`config.mk`:
```
export PLATFORM = sky130hd
export DESIGN_NAME = muldiv_hilo_ctrl
export DESIGN_NICKNAME = d
export VERILOG_FILES = /design/src/rtl/muldiv_pkg.sv /design/src/rtl/muldiv_hilo_ctrl_hilo_reg.sv /design/src/rtl/muldiv_hilo_ctrl.sv
export SDC_FILE = /design/constraint.sdc
export NUM_CORES = 1
export LEC_CHECK = 0
export CORE_AREA = 4 4 141 143
export CTS_CLUSTER_SIZE = 16
export DETAILED_ROUTE_END_ITERATION = 8
export DIE_AREA = 0 0 145 147
export PLACE_DENSITY = 0.74
export REMOVE_ABC_BUFFERS = 1
export SLEW_MARGIN = 10
export SYNTH_ARGS = -nofsm -noshare
export SYNTH_HDL_FRONTEND = slang
export SYNTH_SLANG_ARGS = --single-unit
export TNS_END_PERCENT = 100
```
`constraint.sdc`:
```
create_clock -name clk -period 3.3 [get_ports clk]
set_input_delay 0.66 -clock clk [delete_from_list [all_inputs] [get_ports clk]]
set_output_delay 0.66 -clock clk [all_outputs]
set_load 0.01 [all_outputs]
```
`src/rtl/muldiv_pkg.sv`:
```
// muldiv_pkg
//   Shared definitions for the mult/div sequencer and its HI/LO register file:
//   sequencer state encoding, op_sel codes and the default iteration counts of
//   the iterative divider and multiplier.
//   No ports (package).

package muldiv_pkg;

    typedef enum logic [2:0] {
        ST_IDLE,
        ST_LAUNCH,
        ST_RUN,
        ST_CAPTURE,
        ST_ZERO
    } state_t;

    localparam logic OP_DIV  = 1'b0;
    localparam logic OP_MULT = 1'b1;

    // RUN-state cycles each unit needs after its clear cycle
    localparam int DEF_DIV_CYCLES  = 33;
    localparam int DEF_MULT_CYCLES = 33;

endpackage

```
`src/rtl/muldiv_hilo_ctrl_hilo_reg.sv`:
```
// hilo_reg
//   Architectural HI/LO register pair. Cleared by reset, loaded together from
//   a finished mult/div unit on capture, or written individually by mthi/mtlo.
//   Capture wins over the individual writes; the parent gates the writes so
//   they only land while the sequencer is idle.
// Ports:
//   clk            system clock, rising edge
//   reset          synchronous, active-low reset
//   cap_en         load both registers from cap_hi/cap_lo
//   cap_hi/cap_lo  unit result halves
//   hi_we/lo_we    mthi/mtlo write enables
//   wdata          mthi/mtlo write data
//   hi/lo          register contents

module hilo_reg (
    input  logic        clk,
    input  logic        reset,
    input  logic        cap_en,
    input  logic [31:0] cap_hi,
    input  logic [31:0] cap_lo,
    input  logic        hi_we,
    input  logic        lo_we,
    input  logic [31:0] wdata,
    output logic [31:0] hi,
    output logic [31:0] lo
);

    always_ff @(posedge clk) begin
        if (!reset) begin
            hi <= '0;
            lo <= '0;
        end else if (cap_en) begin
            hi <= cap_hi;
            lo <= cap_lo;
        end else begin
            if (hi_we) hi <= wdata;
            if (lo_we) lo <= wdata;
        end
    end

endmodule

```
`src/rtl/muldiv_hilo_ctrl.sv`:
```
// muldiv_hilo_ctrl
//   Sequencer for the iterative divider/multiplier plus owner of HI/LO.
//   Accepts a launch in IDLE, registers the operands for the units, clears the
//   selected unit for one cycle, waits its fixed iteration count, then captures
//   the unit result into HI/LO with a one-cycle done pulse. A divide by zero
//   skips the units entirely and finishes one cycle after launch.
// Ports:
//   clk, reset                 clock / synchronous active-low reset
//   op_start, op_sel           launch request, 0 = divide, 1 = multiply
//   op_a, op_b                 operands
//   wdata, mthi_we, mtlo_we    mthi/mtlo write port (IDLE only)
//   div_hi/div_lo/div_exc      divider results and exception flag
//   mult_hi/mult_lo            multiplier product halves
//   unit_clr                   clear to both units
//   unit_a, unit_b             registered operands to the units
//   hi, lo                     architectural HI/LO
//   busy, done, div_zero       status to the control unit

module muldiv_hilo_ctrl
    import muldiv_pkg::*;
#(
    parameter int DIV_CYCLES  = DEF_DIV_CYCLES,
    parameter int MULT_CYCLES = DEF_MULT_CYCLES,
    parameter int CNT_W       = 6
) (
    input  logic        clk,
    input  logic        reset,
    input  logic        op_start,
    input  logic        op_sel,
    input  logic [31:0] op_a,
    input  logic [31:0] op_b,
    input  logic [31:0] wdata,
    input  logic        mthi_we,
    input  logic        mtlo_we,
    input  logic [31:0] div_hi,
    input  logic [31:0] div_lo,
    input  logic        div_exc,
    input  logic [31:0] mult_hi,
    input  logic [31:0] mult_lo,
    output logic        unit_clr,
    output logic [31:0] unit_a,
    output logic [31:0] unit_b,
    output logic [31:0] hi,
    output logic [31:0] lo,
    output logic        busy,
    output logic        done,
    output logic        div_zero
);

    state_t             state;
    logic               op_sel_q;
    logic [CNT_W-1:0]   cnt;
    logic               is_idle;
    logic               cap_en;
    logic [31:0]        cap_hi;
    logic [31:0]        cap_lo;

    // The units are held in clear during reset as well as in LAUNCH, so an
    // aborted operation never leaves stale iteration state behind.
    assign unit_clr = ~reset | (state == ST_LAUNCH);

    assign is_idle = (state == ST_IDLE);
    assign cap_en  = (state == ST_CAPTURE);
    assign cap_hi  = (op_sel_q == OP_MULT) ? mult_hi : div_hi;
    assign cap_lo  = (op_sel_q == OP_MULT) ? mult_lo : div_lo;

    hilo_reg u_hilo (
        .clk    (clk),
        .reset  (reset),
        .cap_en (cap_en),
        .cap_hi (cap_hi),
        .cap_lo (cap_lo),
        .hi_we  (mthi_we & is_idle),
        .lo_we  (mtlo_we & is_idle),
        .wdata  (wdata),
        .hi     (hi),
        .lo     (lo)
    );

    // Sequencer. done/div_zero default low every cycle so they can only ever
    // be single-cycle pulses out of CAPTURE or ZERO.
    always_ff @(posedge clk) begin
        if (!reset) begin
            state    <= ST_IDLE;
            op_sel_q <= OP_DIV;
            unit_a   <= '0;
            unit_b   <= '0;
            cnt      <= '0;
            busy     <= 1'b0;
            done     <= 1'b0;
            div_zero <= 1'b0;
        end else begin
            done     <= 1'b0;
            div_zero <= 1'b0;
            case (state)
                ST_IDLE: begin
                    if (op_start) begin
                        unit_a   <= op_a;
                        unit_b   <= op_b;
                        op_sel_q <= op_sel;
                        busy     <= 1'b1;
                        // Zero divisor is resolved here without touching the divider
                        if (op_sel == OP_DIV && op_b == '0)
                            state <= ST_ZERO;
                        else
                            state <= ST_LAUNCH;
                    end
                end
                ST_LAUNCH: begin
                    cnt   <= (op_sel_q == OP_MULT) ? CNT_W'(MULT_CYCLES - 1)
                                                   : CNT_W'(DIV_CYCLES - 1);
                    state <= ST_RUN;
                end
                ST_RUN: begin
                    if (cnt == '0)
                        state <= ST_CAPTURE;
                    else
                        cnt <= cnt - 1'b1;
                end
                ST_CAPTURE: begin
                    done     <= 1'b1;
                    div_zero <= (op_sel_q == OP_DIV) & div_exc;
                    busy     <= 1'b0;
                    state    <= ST_IDLE;
                end
                ST_ZERO: begin
                    done     <= 1'b1;
                    div_zero <= 1'b1;
                    busy     <= 1'b0;
                    state    <= ST_IDLE;
                end
                default: begin
                    busy  <= 1'b0;
                    state <= ST_IDLE;
                end
            endcase
        end
    end

endmodule

```
# After elaboration in Yosys (flattened, before gate mapping)
# Cells that the tools add are included.
# word_totals
output_inout_bits	132
latch_bits	0
ramBits	0
n_memories	0
elab_cells	55
input_bits	231
rom_bits	0
regBits	141
# classes
multipliers	0
n_eq_ne	7
bitwise_logic	8
n_lt_le_gt_ge	0
div_mod_pow	0
muxes	16
reduce_logical	13
shifts	0
add_sub_neg	1
# ops
op	count
two-way mux 32 bit	6
zero test 32 bit	1
one-hot mux 6 bit (2 select lines)	1
two-way mux 3 bit	3
one-hot mux 3 bit (3 select lines)	1
AND reduction 2 bit	4
equality test 3 x 2 -> 1 bit (second input constant)	2
zero test 6 bit	1
two-way mux 6 bit	1
!= test 2 bit (second input constant)	3
nonzero test 2 bit	3
subtractor 6 x 1 -> 6 bit (second input constant)	1
NOT 1 bit	4
one-hot mux 1 bit (2 select lines)	2
OR reduction 2 bit	2
AND 1 bit	3
equality test 3 x 1 -> 1 bit (second input constant)	1
equality test 3 bit (second input constant)	1
zero test 3 bit	1
two-way mux 1 bit	2
logical AND 1 bit	1
bitwise OR 1 bit	1

# Depth between registers and ports, before layout
# Gate-level depths: netlist of run 1.
# logic_depth
word_depth	5
depth_mapped	8
depth_no_buf	6

# Hierarchy
# From an unflattened synthesis of run 1, not the netlist that was laid out.
# hier_totals
hier_cells	728
hier_area_um2	7402.1
# modules_own_cells
mod	cells_each	area_per_inst_um2	seq_area_each_um2	instances
muldiv_hilo_ctrl	443	3872.5	1541.5	1
hilo_reg	285	3529.6	1281.2	1

# Worst setup path after synthesis of run 1
# Ideal clock, no wire load.
# synth_path
path_type	register -> output
start	register state[0]
end	output unit_clr
slack_ns	1.473
required_ns	2.640
t_arrival_ns	1.167
stages_incl_launch_ff	4
n_path_buf	1
path_cell_list	dfxtp_1 -> buf_2 -> inv_1 -> o31ai_1
# synth_between
elab_chain_cells	2
# synth_rtl
item	line	source
start: declaration	muldiv_hilo_ctrl.sv:50	state_t state;
start signal: assignment	muldiv_hilo_ctrl.sv:84	state <= ST_IDLE;
start signal: assignment	muldiv_hilo_ctrl.sv:104	state <= ST_ZERO;
start signal: assignment	muldiv_hilo_ctrl.sv:106	state <= ST_LAUNCH;
equality test 3 x 1 -> 1 bit	muldiv_hilo_ctrl.sv:60	assign unit_clr = ~reset | (state == ST_LAUNCH);
bitwise OR 1 bit	muldiv_hilo_ctrl.sv:60	
end: declaration	muldiv_hilo_ctrl.sv:40	output logic unit_clr,
# Every way passes these cells.

# Final worst setup path of run 1
# layout_path
start	register state[2]
end	output unit_clr
# Same word-level chain as after synthesis.

==> results.sh, run 1 <==
export IMPL_status="finished clean"
export IMPL_grt_overflow=0
export IMPL_period_share_pct=84.1
export IMPL_crit_arrival_ns=2.12
export IMPL_tightestPinTransition_ns=0.713
export IMPL_drive_gt1_share_pct=11.3
export IMPL_rsz0062_at_grt="no"
export IMPL_syn_area_per_cell_sq_um=9.14
export IMPL_grt_max_degree=84
export IMPL_mostFrequentLayoutCells="clkdlybuf4s50_1, dfxtp_1, nand2_1"
export IMPL_crit_path_start_kind="flip-flop"
export IMPL_syn_inst=705
export IMPL_clockRootBuffer="clkbuf_16"
export IMPL_mostFrequentLayoutCell="clkdlybuf4s50_1"
export IMPL_io_pins=363
export IMPL_skew_ns=0.0135
export IMPL_power_density_mw_per_mm2=507
export IMPL_gp_congestion=0.808
export IMPL_layout_min_cycle_time_ns=2.78
export IMPL_power_leakage_nw=3.93
export IMPL_clock_fmax_mhz=360
export IMPL_tns_ns=0
export IMPL_min_delay_path_class="reg -> reg"
export IMPL_ff2ff_setup_slack_ns=1.08
export IMPL_die_area_sq_mm=0.0213
export IMPL_post_route_util_pct=58.3
export IMPL_die_w_microns=145
export IMPL_cts_buffers=17
export IMPL_dp_hpwl_microns=18000
export IMPL_synth_seq_cells=141
export IMPL_r2r_start="state[2]"
export IMPL_clkSinkCount=141
export IMPL_grt_pass1_vias=6617
export IMPL_yosys_warnings=0
export IMPL_clkTransAtPathRegs_ns=0.07
export IMPL_ctsHoldBuffers=0
export IMPL_vias=6544
export IMPL_required_ns=2.64
export IMPL_ant_nets=0
export IMPL_cts_setup_buffers=0
export IMPL_antenna_found_initial=3
export IMPL_drc=0
export IMPL_reg2reg_to="u_hilo.lo[0]"
export IMPL_core_area_sq_mm=0.0186
export IMPL_finalMaxSlewViolations=0
export IMPL_synthesis_area_sq_mm=0.00644
export IMPL_final_area_sq_mm=0.0108
export IMPL_placementRows=50
export IMPL_initialDrtViolationCount=388
export IMPL_grt_pass1_wl_microns=37000
export IMPL_crit_fanout=17
export IMPL_cap_violations=0
export IMPL_holdPathEnd="unit_a[24]"
export IMPL_wl_per_cell_microns=18.6
export IMPL_drtPass1Iterations=7
export IMPL_multi_input_area_sq_mm=0.00336
export IMPL_filler_cell_count=1698
export IMPL_synth_seq_area_share_pct=43.8
export IMPL_routed_wl_microns=24000
export IMPL_area_sequential_sq_mm=0.00282
export IMPL_avgViaCountPerCell=5.08
export IMPL_hp_start="unit_a[24]"
export IMPL_crit_type="reg -> out"
export IMPL_io_buffers=362
export IMPL_report_final_hold_viol_count=0
export IMPL_track_usage_pct=21.6
export IMPL_max_slew_margin_pct=52.5
export IMPL_cts_buffer_depth=2
export IMPL_cts_tree="done"
export IMPL_ctsResizeCount=0
export IMPL_setup_ws_ns=0.524
export IMPL_critPathCaptureType="primary output"
export IMPL_placed_cell_area_sq_mm=0.0103
export IMPL_place_ws_ns=0.881
export IMPL_hold_path_depth=2
export IMPL_setup_viol=0
export IMPL_ys_types=37
export IMPL_die_h_microns=147
export IMPL_htreeDepth=4
export IMPL_start_util_pct=34.7
export IMPL_clk_latency_ns=0.41
export IMPL_nets=1272
export IMPL_worstRegToRegCells=5
export IMPL_area_delta_synth_final_pct=68.0
export IMPL_ir_worst_vdd_mv=0.314
==> kinds of logic after synthesis <==
kind of cell             Yosys count  share of synthesized area, %
AND/OR/NAND/NOR                  213                          15.0
AO/OA/AOI/OAI                    184                          19.9
flip-flops                       141                          43.8
multiplexers                      98                          16.5
buffers and inverters             66                          4.31
adder cells (fa/ha/maj)            2                         0.388
XOR/XNOR                           1                         0.136
==> sequential cells by signal (all words and copies together) (netlist names) <==
| name | count |
|---|---|
| cnt | 6 |
| busy | 1 |
| unit_a | 32 |
| unit_b | 32 |
| u_hilo.hi | 32 |
| u_hilo.lo | 32 |
| div_zero | 1 |
| op_sel_q | 1 |
| done | 1 |
| state | 3 |
==> area by class of cell <==
cell class	count	area share, %
antenna	3	0.0693
clock buffer	17	3.93
clock inverter	14	1.24
inverter	4	0.139
multi-input combinational	498	31.0
sequential	141	26.1
tap	234	2.70
timing repair buffer	377	34.8
==> worst max path at each step <==
stage,from,endpoint,cells past startpoint
6_report,state[2],unit_clr,2
3_5_place_dp,mtlo_we,u_hilo.lo[0],5
2_1_floorplan,op_sel_q,u_hilo.lo[10],3
3_3_place_gp,op_b[29],state[0],6
4_1_cts,state[2],unit_clr,2
5_1_grt,state[2],unit_clr,2
==> per-stage QoR <==
step	total power, mW	std cells	hold WS, ns
after detailed placement	3.71	1254	0.444
final	5.49	1288	0.450
after floorplan	2.81	643	0.468
after global placement	3.68	1254	0.439
after global routing	5.79	1288	0.466
after CTS	5.56	1285	0.453
==> cells in the mapped netlist, drive strengths merged <==
library cell,instances,area (sq um)
mux2i,34,340
nand2,138,518
o22ai,2,12.5
a22oi,3,22.5
a21boi,68,510
a222oi,30,300
nand3b,1,7.51
a2111oi,1,15.0
mux2,64,721
or4,1,7.51
o31ai,2,15.0
nor4,8,50.1
nor3b,3,22.5
a31o,1,8.76
buf,21,109
and2,5,31.3
or3b,1,8.76
ha,2,25.0
o21ai,37,185
a211oi,1,7.51
a21oi,35,175
o2bb2ai,1,8.76
nand4,4,25.0
clkbuf,41,154
nor2,9,33.8
nor3,5,25.0
dfxtp,141,2820
o21bai,2,15.0
nor2b,32,200
inv,4,15.0
a31oi,1,6.26
nand2b,3,18.8
xnor2,1,8.76
or3,3,18.8
==> critical path: stages (launching register included) <==
cell	delay, ns
dfxtp_1	0.46
o31ai_1	0.60
clkdlybuf4s50_1	0.65
==> per-layer routing <==
layer,vias to the layer above,GRT usage [%],wire length (microns)
li1,3188,-,-
met1,3044,24.1,9280
met2,287,37.1,11900
met3,25,8.85,2350
met4,0,8.31,430
met5,-,0,0
==> power breakdown <==
part | leakage (nW) | total (mW) | switching, mW | internal (mW)
registers | 1.16 | 2.02 | 0.119 | 1.90
clock network | 0.259 | 1.83 | 0.783 | 1.04
logic | 2.51 | 1.64 | 0.727 | 0.916
total | 3.93 | 5.49 | 1.63 | 3.86
Note: power is estimated with default switching activity, not from simulation.
==> run 2, diff against run 1 <==
--- a/config.mk
+++ b/config.mk
@@ -5,11 +5,11 @@
 export SDC_FILE = /design/constraint.sdc
 export NUM_CORES = 1
 export LEC_CHECK = 0
-export CORE_AREA = 4 4 141 143
+export CORE_AREA = 4 4 138 140
 export CTS_CLUSTER_SIZE = 16
 export DETAILED_ROUTE_END_ITERATION = 8
-export DIE_AREA = 0 0 145 147
-export PLACE_DENSITY = 0.74
+export DIE_AREA = 0 0 142 144
+export PLACE_DENSITY = 0.76
 export REMOVE_ABC_BUFFERS = 1
 export SLEW_MARGIN = 10
 export SYNTH_ARGS = -nofsm -noshare
==> constraint.sdc (replaced) <==
create_clock -name clk -period 2.9 [get_ports clk]
set_input_delay 0.58 -clock clk [delete_from_list [all_inputs] [get_ports clk]]
set_output_delay 0.58 -clock clk [all_outputs]
set_load 0.01 [all_outputs]
==> run 2 against run 1 <==
Combinational power up 14%. Total power up 17%. Utilization up 2.9 points. Sequential share of layout area down 0.20 points. Global-route usage up 0.65 points. Clock-buffer cell count unchanged. Die area down 4.1%. Non-clock buffer count up 2. Via count down 0.49%. Critical endpoint unchanged. Largest power group unchanged.
==> results.sh, run 2 (same netlist as run 1, synthesis figures left out) <==
export IMPL_status="finished clean"
export IMPL_p_int_mw=4.58
export IMPL_grt_busiest_layer="met2"
export IMPL_cap_violations=0
export IMPL_cts_buffer_depth=2
export IMPL_p_seq_share_pct=35.9
export IMPL_sw_frac_of_total_pct=28.9
export IMPL_core_area_sq_mm=0.0178
export IMPL_avgViaCountPerCell=5.07
export IMPL_crit_type="reg -> out"
export IMPL_finalMaxSlewViolations=0
export IMPL_clkSinkCount=141
export IMPL_crit_fanout=13
export IMPL_vias=6512
export IMPL_grtUsageMet1_pct=24.8
export IMPL_comb_power_share_pct=29.0
export IMPL_grtUsageMet2_pct=39.2
export IMPL_io_buffers=362
export IMPL_htreeDepth=4
export IMPL_cts_setup_buffers=0
export IMPL_cts_buffers=17
export IMPL_tns_ns=0
export IMPL_area_sequential_sq_mm=0.00282
export IMPL_drc=0
export IMPL_required_ns=2.32
export IMPL_place_ws_ns=0.468
export IMPL_rsz0062_at_grt="no"
export IMPL_mostFrequentLayoutCells="clkdlybuf4s50_1, dfxtp_1, nand2_1"
export IMPL_gp_congestion=0.832
export IMPL_period_share_pct=91.4
export IMPL_max_slew_margin_pct=59.7
export IMPL_grt_pass1_wl_microns=35400
export IMPL_die_h_microns=144
export IMPL_dp_hpwl_microns=17900
export IMPL_start_util_pct=36.1
export IMPL_wl_per_cell_microns=18.8
export IMPL_grt_overflow=0
export IMPL_die_w_microns=142
export IMPL_mostFrequentLayoutCell="clkdlybuf4s50_1"
export IMPL_tightestPinTransition_ns=0.605
export IMPL_layout_min_cycle_time_ns=2.65
export IMPL_io_pins=363
export IMPL_ant_nets=0
export IMPL_multi_input_area_sq_mm=0.00336
export IMPL_routed_wl_microns=24100
export IMPL_switchingPower_mw=1.87
export IMPL_power_density_mw_per_mm2=591
export IMPL_power_leakage_nw=3.99
export IMPL_pwr_share_clk_pct=35.1
export IMPL_grt_max_degree=139
export IMPL_clk_latency_ns=0.42
export IMPL_clockRootBuffer="clkbuf_16"
export IMPL_grt_pass1_vias=6508
export IMPL_ctsResizeCount=0
export IMPL_ctsHoldBuffers=0
export IMPL_cts_tree="done"
export IMPL_filler_cell_count=1564
export IMPL_grtUsageMet3_pct=8.17
export IMPL_nets=1274
export IMPL_area_delta_synth_final_pct=69.2
export IMPL_clock_fmax_mhz=377
export IMPL_crit_arrival_ns=2.07
export IMPL_ir_worst_vdd_mv=0.379
export IMPL_report_final_hold_viol_count=0
export IMPL_setup_ws_ns=0.250
export IMPL_die_area_sq_mm=0.0204
export IMPL_initialDrtViolationCount=405
export IMPL_setup_viol=0
export IMPL_critPathCaptureType="primary output"
export IMPL_drive_gt1_share_pct=11.6
export IMPL_track_usage_pct=22.3
export IMPL_clkTransAtPathRegs_ns=0.06
export IMPL_crit_path_start_kind="flip-flop"
export IMPL_skew_ns=0.0103
export IMPL_min_delay_path_class="reg -> reg"
export IMPL_drtPass1Iterations=6
export IMPL_placementRows=49
export IMPL_antenna_found_initial=2
[run 2: cell types whose count changed in the layout (fill, tap and decap cells not counted), moves of 2 or more]
cell	change
clkinvlp_4	-4
buf_12	+2
bufinv_16	+2
clkinv_2	+2
[run 2: cell type report]
| class | count | share of cell area [%] |
|---|---|---|
| clock buffers | 17 | 3.90 |
| inverters | 4 | 0.138 |
| diodes | 2 | 0.0459 |
| flip-flops and latches | 141 | 25.9 |
| multi-input cells | 498 | 30.8 |
| clock inverters | 15 | 1.70 |
| repair buffers | 379 | 34.9 |
| well taps | 229 | 2.63 |
[run 2: power groups by stage]
stage | Clock (mW) | Combinational (mW) | Sequential [mW]
2_1_floorplan | 0 | 0.763 | 2.44
3_3_place_gp | 0 | 1.85 | 2.34
3_5_place_dp | 0 | 1.87 | 2.35
4_1_cts | 2.32 | 1.88 | 2.31
5_1_grt | 2.41 | 2.02 | 2.34
6_report | 2.27 | 1.87 | 2.31
[run 2: layer usage]
metal	vias up	wire length, microns	part of all wire (%)
li1	3190	-	-
met1	3018	9100	38
met2	284	12200	51
met3	20	2460	10
met4	0	313	1.3
met5	-	0	0
[run 2: through the flow]
| step | hold slack, ns | std cells | total power [mW] | util (%) | area [sq um] |
|---|---|---|---|---|---|
| after detailed placement | 0.444 | 1251 | 4.22 | 57.7 | 10300 |
| after floorplan | 0.468 | 643 | 3.20 | - | 6180 |
| after global routing | 0.468 | 1285 | 6.77 | 61.1 | 10900 |
| final | 0.450 | 1285 | 6.45 | 61.1 | 10900 |
| after CTS | 0.453 | 1283 | 6.51 | 61.1 | 10900 |
| after global placement | 0.440 | 1251 | 4.19 | 57.7 | 10300 |
[run 2: worst paths after layout]
kind / from / endpoint / slack (ns) / cells past startpoint
worst max-delay path: state[0] / unit_clr / 0.25 / 4
worst min-delay path: unit_a[2] / unit_a[2] / 0.45 / 2
worst max register to register: state[0] / u_hilo.hi[19] / 0.66 / 5
worst min register to register: unit_a[2] / unit_a[2] / 0.45 / 2
[run 2: worst max-delay path: stages (launching register included)]
cell             delay, ns
dfxtp_1               0.59
inv_1                 0.14
o31ai_1               0.24
buf_4                 0.17
clkdlybuf4s50_1       0.53
==> run 3, diff against run 2 <==
--- a/config.mk
+++ b/config.mk
@@ -9,9 +9,10 @@
 export CTS_CLUSTER_SIZE = 16
 export DETAILED_ROUTE_END_ITERATION = 8
 export DIE_AREA = 0 0 142 144
+export MAX_ROUTING_LAYER = met4
 export PLACE_DENSITY = 0.76
 export REMOVE_ABC_BUFFERS = 1
-export SLEW_MARGIN = 10
+export SLEW_MARGIN = 20
 export SYNTH_ARGS = -nofsm -noshare
 export SYNTH_HDL_FRONTEND = slang
 export SYNTH_SLANG_ARGS = --single-unit
==> run 3 against run 2 <==
Sequential power about the same. Design area stayed put. Setup slack improved by 0.0020 ns. Critical endpoint unchanged. Critical path type unchanged. Highest routed layer unchanged. Via count is 0.17% higher. Hold slack about the same. Clock power about the same. Largest power group unchanged.
==> results.sh, run 3 (same netlist as run 1, synthesis figures left out) <==
export IMPL_worstRegToRegCells=5
export IMPL_max_slew_margin_pct=59.2
export IMPL_power_leakage_nw=3.99
export IMPL_tns_ns=0
export IMPL_mostFrequentLayoutCells="clkdlybuf4s50_1, dfxtp_1, nand2_1"
export IMPL_startpoint="state[0]"
export IMPL_die_h_microns=144
export IMPL_avgViaCountPerCell=5.08
export IMPL_grt_pass1_wl_microns=35100
export IMPL_report_final_hold_viol_count=0
export IMPL_place_ws_ns=0.468
export IMPL_filler_cell_count=1564
export IMPL_area_delta_synth_final_pct=69.2
export IMPL_ff2ff_setup_slack_ns=0.66
export IMPL_cts_setup_buffers=0
export IMPL_reg2reg_to="u_hilo.hi[19]"
export IMPL_track_usage_pct=22.9
export IMPL_r2r_start="state[0]"
export IMPL_cts_buffer_depth=2
export IMPL_ir_worst_vdd_mv=0.378
export IMPL_ant_nets=0
export IMPL_clockRootBuffer="clkbuf_16"
export IMPL_period_share_pct=91.3
export IMPL_placementRows=49
export IMPL_area_sequential_sq_mm=0.00282
export IMPL_cap_violations=0
export IMPL_grt_pass1_vias=6532
export IMPL_rsz0062_at_grt="no"
export IMPL_ctsHoldBuffers=0
export IMPL_nets=1274
export IMPL_setup_viol=0
export IMPL_ctsResizeCount=0
export IMPL_power_density_mw_per_mm2=592
export IMPL_mostFrequentLayoutCell="clkdlybuf4s50_1"
export IMPL_start_util_pct=36.1
export IMPL_clkSinkCount=141
export IMPL_clkTransAtPathRegs_ns=0.06
export IMPL_clock_fmax_mhz=378
export IMPL_crit_path_start_kind="flip-flop"
export IMPL_grt_overflow=0
export IMPL_die_area_sq_mm=0.0204
export IMPL_core_area_sq_mm=0.0178
export IMPL_wl_per_cell_microns=18.8
export IMPL_multi_input_area_sq_mm=0.00336
export IMPL_required_ns=2.32
export IMPL_layout_cells_non_filler=1285
export IMPL_endpoint="unit_clr"
export IMPL_gp_congestion=0.845
export IMPL_status="finished clean"
export IMPL_io_buffers=362
export IMPL_crit_fanout=13
export IMPL_io_pins=363
export IMPL_grt_max_degree=139
export IMPL_cts_buffers=17
export IMPL_clk_latency_ns=0.41
export IMPL_critPathCaptureType="primary output"
export IMPL_cts_tree="done"
export IMPL_tightestPinTransition_ns=0.612
export IMPL_routed_wl_microns=24100
export IMPL_layout_min_cycle_time_ns=2.65
export IMPL_drive_gt1_share_pct=11.6
export IMPL_setup_ws_ns=0.252
export IMPL_crit_arrival_ns=2.07
export IMPL_initialDrtViolationCount=448
export IMPL_finalMaxSlewViolations=0
export IMPL_drc=0
export IMPL_dp_hpwl_microns=17900
export IMPL_vias=6523
export IMPL_placed_cells=1251
export IMPL_htreeDepth=4
export IMPL_die_w_microns=142
export IMPL_min_delay_path_class="reg -> reg"
export IMPL_skew_ns=0.00708
export IMPL_drtPass1Iterations=6
export IMPL_antenna_found_initial=2
export IMPL_crit_type="reg -> out"
run 3: cell counts in the layout (fill, tap and decap cells not counted):
No cell type changed its count.
run 3: per-layer routing:
layer,track usage [%],wire length [microns]
met1,25.6,9380
met2,39.4,12200
met3,6.38,2090
met4,7.98,468
met5,-,0
run 3: layout make-up:
type	count	share of cell area, %
multi-input combinational	498	30.8
antenna	2	0.0459
inverter	4	0.138
clock buffer	17	3.90
tap	229	2.63
clock inverter	15	1.70
sequential	141	25.9
timing repair buffer	379	34.9
run 3: worst min path at each step:
stage          startpoint         end  slack, ns  cells past startpoint
6_report        unit_a[2]   unit_a[2]       0.45                      2
5_1_grt         unit_a[2]   unit_a[2]       0.47                      2
4_1_cts         unit_a[2]   unit_a[2]       0.45                      2
3_5_place_dp   unit_a[31]  unit_a[31]       0.44                      2
3_3_place_gp    unit_a[5]   unit_a[5]       0.44                      2
2_1_floorplan      cnt[1]      cnt[1]       0.47                      2
run 3: worst max-delay path: stages (launching register included):
cell and delay, ns:
dfxtp_1 0.59, inv_1 0.14, o31ai_1 0.24, buf_4 0.17, clkdlybuf4s50_1 0.53
run 3: power breakdown:
group	switching, mW	leakage, nW	total, mW	internal, mW
Clock	0.903	0.300	2.27	1.37
Combinational	0.821	2.53	1.87	1.05
Sequential	0.148	1.16	2.31	2.16
run 3: through the flow:
| step | cell area, sq um | power, mW | hold slack, ns | util, % |
|---|---|---|---|---|
| final | 10900 | 6.45 | 0.450 | 61.1 |
| after global routing | 10900 | 6.76 | 0.468 | 61.1 |
| after CTS | 10900 | 6.51 | 0.453 | 61.1 |
| after detailed placement | 10300 | 4.22 | 0.444 | 57.7 |
| after global placement | 10300 | 4.19 | 0.440 | 57.7 |
| after floorplan | 6180 | 3.20 | 0.468 | - |
